==> config.mk <==
export PLATFORM = sky130hd
export DESIGN_NAME = aead_tag_verifier
export DESIGN_NICKNAME = d
export VERILOG_FILES = /design/src/rtl/ascon_pkg.sv /design/src/rtl/aead_bit_shifter.sv /design/src/rtl/aead_tag_verifier.sv
export SDC_FILE = /design/constraint.sdc
export NUM_CORES = 1
export LEC_CHECK = 0
export ABC_AREA = 1
export BUFFER_PORTS_ARGS = -buffer_cell sky130_fd_sc_hd__clkbuf_2
export CAP_MARGIN = 20
export CORE_MARGIN = 4
export CORE_UTILIZATION = 60
export DETAILED_ROUTE_END_ITERATION = 8
export PLACE_DENSITY = 0.87
export SLEW_MARGIN = 30
export SYNTH_ARGS = -nofsm -noshare
export SYNTH_HDL_FRONTEND = slang
export SYNTH_SLANG_ARGS = --single-unit
==> constraint.sdc <==
create_clock -name clk -period 2.7 [get_ports clk]
set_input_delay 0.27 -clock clk [delete_from_list [all_inputs] [get_ports clk]]
set_output_delay 0.27 -clock clk [all_outputs]
set_load 0.01 [all_outputs]
==> src/rtl/ascon_pkg.sv <==
// Shared definitions for the AEAD tag verifier: FSM state encoding and default tag length.
package ascon_pkg;

  typedef enum logic [2:0] {
    ST_IDLE,
    ST_LOAD,
    ST_COLLECT,
    ST_RELEASE,
    ST_FAIL
  } state_t;

  localparam int unsigned T_DEFAULT = 128;

  function automatic int unsigned max_u(input int unsigned a, input int unsigned b);
    return (a > b) ? a : b;
  endfunction

endpackage

==> src/rtl/aead_bit_shifter.sv <==
// Serial-in/serial-out register: new bits enter at the MSB, the oldest bit is presented at the LSB.
module aead_bit_shifter #(
  parameter int unsigned W = 8
) (
  input  logic clk,
  input  logic rst,
  input  logic i_clr,
  input  logic i_shift,
  input  logic i_ser,
  output logic o_ser
);

  logic [W-1:0] r_data;

  generate
    if (W == 1) begin : g_one
      always_ff @(posedge clk) begin
        if (rst || i_clr) r_data <= '0;
        else if (i_shift) r_data <= i_ser;
      end
    end else begin : g_multi
      always_ff @(posedge clk) begin
        if (rst || i_clr) r_data <= '0;
        else if (i_shift) r_data <= {i_ser, r_data[W-1:1]};
      end
    end
  endgenerate

  assign o_ser = r_data[0];

endmodule

==> src/rtl/aead_tag_verifier.sv <==
// Buffers decrypted plaintext and releases it only after the streamed tag matches the expected tag.
// Optional AEAD_TAGV_EARLY_ABORT_EN: leave COLLECT at the first tag mismatch instead of constant time.
module aead_tag_verifier
  import ascon_pkg::*;
#(
  parameter int unsigned Y = 40,
  parameter int unsigned T = T_DEFAULT
) (
  input  logic clk,
  input  logic rst,
  input  logic exp_bit,
  input  logic exp_valid,
  input  logic dec_bit_pt,
  input  logic dec_bit_tag,
  input  logic dec_valid,
  output logic pt_out,
  output logic pt_out_valid,
  output logic done,
  output logic auth_ok,
  output logic busy
);

  localparam int unsigned N  = max_u(Y, T);
  localparam int unsigned CW = $clog2(N + 1);
  localparam logic [CW-1:0] L_Y   = CW'(Y);
  localparam logic [CW-1:0] L_T   = CW'(T);
  localparam logic [CW-1:0] L_TM1 = CW'(T - 1);
  localparam logic [CW-1:0] L_NM1 = CW'(N - 1);

  state_t        r_state;
  logic [CW-1:0] r_cnt;
  logic          r_mis;
  logic          r_pt_out;
  logic          r_pt_valid;
  logic          r_done;
  logic          r_auth_ok;

  logic w_tag_lsb, w_pt_lsb;
  logic w_tag_shift, w_tag_in;
  logic w_pt_shift, w_pt_in, w_pt_clr;
  logic w_take, w_bit_mis, w_abort;

  always_comb begin
    w_take      = (r_state == ST_COLLECT) && dec_valid;
    w_bit_mis   = w_take && (r_cnt < L_T) && (dec_bit_tag != w_tag_lsb);
`ifdef AEAD_TAGV_EARLY_ABORT_EN
    w_abort     = w_bit_mis;
`else
    w_abort     = 1'b0;
`endif
    w_tag_shift = 1'b0;
    w_tag_in    = 1'b0;
    w_pt_shift  = 1'b0;
    w_pt_in     = 1'b0;
    w_pt_clr    = 1'b0;
    case (r_state)
      ST_IDLE, ST_LOAD: begin
        w_tag_shift = exp_valid;
        w_tag_in    = exp_bit;
      end
      ST_COLLECT: begin
        w_tag_shift = w_take && (r_cnt < L_T);
        w_pt_shift  = w_take && (r_cnt < L_Y);
        w_pt_in     = dec_bit_pt;
      end
      ST_RELEASE: w_pt_shift = (r_cnt < L_Y) && !r_done;
      ST_FAIL:    w_pt_clr   = !r_done;
      default: ;
    endcase
  end

  // Expected tag is consumed LSB-first while collecting, so bit n sits at the LSB on dec cycle n.
  aead_bit_shifter #(.W(T)) u_tag (
    .clk    (clk),
    .rst    (rst),
    .i_clr  (1'b0),
    .i_shift(w_tag_shift),
    .i_ser  (w_tag_in),
    .o_ser  (w_tag_lsb)
  );

  aead_bit_shifter #(.W(Y)) u_pt (
    .clk    (clk),
    .rst    (rst),
    .i_clr  (w_pt_clr),
    .i_shift(w_pt_shift),
    .i_ser  (w_pt_in),
    .o_ser  (w_pt_lsb)
  );

  always_ff @(posedge clk) begin
    if (rst) begin
      r_state    <= ST_IDLE;
      r_cnt      <= '0;
      r_mis      <= 1'b0;
      r_pt_out   <= 1'b0;
      r_pt_valid <= 1'b0;
      r_done     <= 1'b0;
      r_auth_ok  <= 1'b0;
    end else begin
      r_done     <= 1'b0;
      r_pt_valid <= 1'b0;
      r_pt_out   <= 1'b0;
      case (r_state)
        ST_IDLE: begin
          if (exp_valid) begin
            r_auth_ok <= 1'b0;
            r_mis     <= 1'b0;
            if (T == 1) begin
              r_state <= ST_COLLECT;
              r_cnt   <= '0;
            end else begin
              r_state <= ST_LOAD;
              r_cnt   <= CW'(1);
            end
          end
        end
        ST_LOAD: begin
          if (exp_valid) begin
            if (r_cnt == L_TM1) begin
              r_state <= ST_COLLECT;
              r_cnt   <= '0;
            end else begin
              r_cnt <= r_cnt + 1'b1;
            end
          end
        end
        ST_COLLECT: begin
          if (dec_valid) begin
            r_mis <= r_mis | w_bit_mis;
            if (w_abort) begin
              r_state <= ST_FAIL;
              r_cnt   <= '0;
            end else if (r_cnt == L_NM1) begin
              r_state <= (r_mis || w_bit_mis) ? ST_FAIL : ST_RELEASE;
              r_cnt   <= '0;
            end else begin
              r_cnt <= r_cnt + 1'b1;
            end
          end
        end
        ST_RELEASE: begin
          if (r_done) begin
            r_state <= ST_IDLE;
          end else if (r_cnt == L_Y) begin
            r_done    <= 1'b1;
            r_auth_ok <= 1'b1;
            r_cnt     <= '0;
          end else begin
            r_pt_valid <= 1'b1;
            r_pt_out   <= w_pt_lsb;
            r_cnt      <= r_cnt + 1'b1;
          end
        end
        ST_FAIL: begin
          if (r_done) begin
            r_state <= ST_IDLE;
          end else begin
            r_done    <= 1'b1;
            r_auth_ok <= 1'b0;
          end
        end
        default: r_state <= ST_IDLE;
      endcase
    end
  end

  assign pt_out       = r_pt_out;
  assign pt_out_valid = r_pt_valid;
  assign done         = r_done;
  assign auth_ok      = r_auth_ok;
  assign busy         = (r_state != ST_IDLE);

endmodule

==> flow_metrics.tcl <==
set metrics [dict create \
    fmax_ghz 0.516 \
    grt_overflow 0 \
    crit_cells 8 \
    grt_max_degree 129 \
    syn_inst 934 \
    initial_utilization 0.613 \
    nNetsFinal 922 \
    clock_latency_ns 0.43 \
    antenna_cells 0 \
    power.internal_mw 4.79 \
    antenna_found_initial 0 \
    worstSetupEndpoint "u_pt.r_data[9]$_SDFFE_PP0P_" \
    grt_pass1_vias 4989 \
    p_leak_nw 2.91 \
    drive_gt1_frac 0.0605 \
    slew_headroom 0.663 \
    grt.total_usage 0.190 \
    period_share 0.718 \
    power_mw 6.70 \
    path_buf_inv 1 \
    gp_routability_congestion 0.912 \
    cts_setup_buffers 0 \
    crit_type "reg2reg" \
    rsz0062_at_grt "false" \
    io_buffers 11 \
    yosysWarnings 0 \
    status "completed" \
    die_area_mm2 0.0135 \
    clockBufferDepth 2 \
    p_comb_frac 0.159 \
    fp.dieH_um 116 \
    finalSetupViolations 0 \
    dr.pass1.iters 4 \
    rr_worst_depth 8 \
    coreArea_mm2 0.0114 \
    cp-start-kind "register" \
    cts_resized 0 \
    arrival_ns 2.30 \
    vias 5414 \
    tightestPinTransition_ns 0.506 \
    initialDrtViolationCount 373 \
    synth_edf_count 0 \
    grt_pass1_wl_mm 20.9 \
    crit_top_cell "nor2_1" \
    fin_setup_tns_ns 0 \
    slowest_delay_ns 0.46 \
    final-hold-violation-count 0 \
    routedWlPerCell_um 11.1 \
    area_growth_pct 8.10 \
    cts_max_level 4 \
    fp-row-count 39 \
    slowest_stage "inv_1" \
    ys_seq_area_frac 0.526 \
    skew_ns 0.00951 \
    routed_wl_mm 11.9 \
    vias_per_cell 5.06 \
    cts_buffers 17 \
    hold_start "exp_bit" \
    path_clk_slew_ns 0.07 \
    syn_area_mm2 0.00700 \
    swShare 0.285 \
    synth.net_count 942 \
    r2r_start "r_state[0]$_SDFFE_PP0P_" \
    ys_ff_latch 184 \
    die_w_um 116 \
    pwr-share-seq 0.446 \
    crit_chain "nand2_1, nor2_4, a21oi_1, nor2_1, nand2_2, inv_1, nor2_1, nor2_1" \
    required_ns 3.06 \
    slew_violations 0 \
    worstPathMaxFanout 26 \
    crit_path_end_kind "register" \
    hpwl_mm 6.64 \
    cts_root_buffer "clkbuf_16" \
    startpoint "r_state[0]$_SDFFE_PP0P_" \
    ant_nets 0 \
    reg2reg_slack_ns 0.76 \
    synth_cell_types 27 \
    cts_tree "yes" \
    mostFrequentLayoutCell "nand2_1" \
    holdBufCountCts 0 \
    p_per_area_mw_per_mm2 886 \
    switchingPower_mw 1.91 \
    drc_errors 0 \
    ys.flop_type "dfxtp_1" \
    cts_sinks 184 \
    clkPwrFrac 0.395 \
    mostFrequentLayoutCells "342 x nand2_1, 184 x dfxtp_1, 138 x a21oi_1" \
    async_reset_ff_frac 0 \
    cap_violations 0 \
    hold_path.class "in2reg" \
    fin_crit_ns 1.94 \
    syn_area_per_cell_um2 7.49 \
    io_pins 12 \
    irDropWorstVdd_v 0.000823 \
    cp_top_family "simple AND/OR/NAND/NOR gates" \
    worstReg2RegEnd "u_pt.r_data[9]$_SDFFE_PP0P_" \
]
==> state kept, by name, indices dropped and copies added, names as in the netlist <==
register and count:
r_state 3, pt_out_valid 1, done 1, r_mis 1, u_tag.r_data 128, u_pt.r_data 40
pt_out 1, auth_ok 1, r_cnt 8
==> per-layer routing <==
metal,part of all wire,vias to the layer above,track usage
met5,0,-,0
met3,0.030,23,0.0428
li1,-,2884,-
met2,0.49,66,0.330
met1,0.46,2441,0.222
met4,0.019,0,0.0913
==> worst min path at each step <==
| stage | to | slack (ns) | cells after the start |
|---|---|---|---|
| after CTS | u_tag.r_data[127]$_SDFFE_PP0P_ | 0.07 | 3 |
| after floorplan | u_tag.r_data[127]$_SDFFE_PP0P_ | 0.41 | 2 |
| after global placement | auth_ok$_SDFFE_PP0P_ | 0.44 | 2 |
| after global routing | u_tag.r_data[127]$_SDFFE_PP0P_ | 0.11 | 3 |
| final | u_tag.r_data[127]$_SDFFE_PP0P_ | 0.09 | 3 |
| after detailed placement | auth_ok$_SDFFE_PP0P_ | 0.45 | 2 |
==> worst reg2reg max path: cells and delay by family, from the launching register on <==
| family | cells | cell delay (ns) |
|---|---|---|
| AO/OA/AOI/OAI | 1 | 0.06 |
| buffers and inverters | 1 | 0.46 |
| flip-flops | 1 | 0.45 |
| AND/OR/NAND/NOR | 6 | 0.91 |
==> final cells by class <==
cell class,instances,area (µm²)
Tap cell,143,179
Multi-Input combinational cell,643,2720
Clock inverter,12,189
Clock buffer,19,443
Sequential cell,184,3680
Inverter,50,189
Timing Repair Buffer,18,160
Fill cell,892,3850
==> cell families (layout without fill, tap and decap cells) <==
kind of cell,count (synthesis),count (layout),share of synthesized area
adders and majority gates,1,1,0.00179
DFF,184,184,0.526
xor gates and xnor gates,3,3,0.00375
buffers and inverters,107,99,0.0867
and+or+nand+nor,475,475,0.263
AOI/OAI and AO/OA,164,164,0.119
==> per-stage QoR <==
step / setup slack [ns] / hold WS (ns) / util / cells / area [µm²]
finish: 0.762 / 0.0922 / 0.663 / 1069 / 7570
global route: 0.540 / 0.112 / 0.663 / 1069 / 7570
CTS: 0.766 / 0.0746 / 0.663 / 1069 / 7570
detailed placement: 0.799 / 0.446 / 0.607 / 1038 / 6930
global placement: 0.881 / 0.440 / 0.607 / 1038 / 6930
floorplan: 1.30 / 0.408 / - / 934 / 7000
==> Yosys cell counts (all sizes together) (2+ instances only) <==
library cell  instances  share of area
a21oi               138          0.099
a31oi                 2         0.0018
buf                  36          0.048
clkbuf               21          0.012
dfxtp               184           0.53
inv                  49          0.026
nand2               344           0.19
nand3                16          0.011
nand4                 2         0.0018
nor2                106          0.059
nor3                  5         0.0036
o21ai                22          0.016
xor2                  3         0.0038
==> power by group through the flow <==
stage / Sequential (mW) / Clock, mW / Combinational (mW)
2_1_floorplan: 3.03 / 0 / 1.02
3_3_place_gp: 3.04 / 0 / 1.05
3_5_place_dp: 3.05 / 0 / 1.06
4_1_cts: 2.99 / 2.70 / 1.07
5_1_grt: 3.01 / 2.81 / 1.22
6_report: 2.99 / 2.65 / 1.06
No activity file was read; power rests on OpenSTA's default activity.
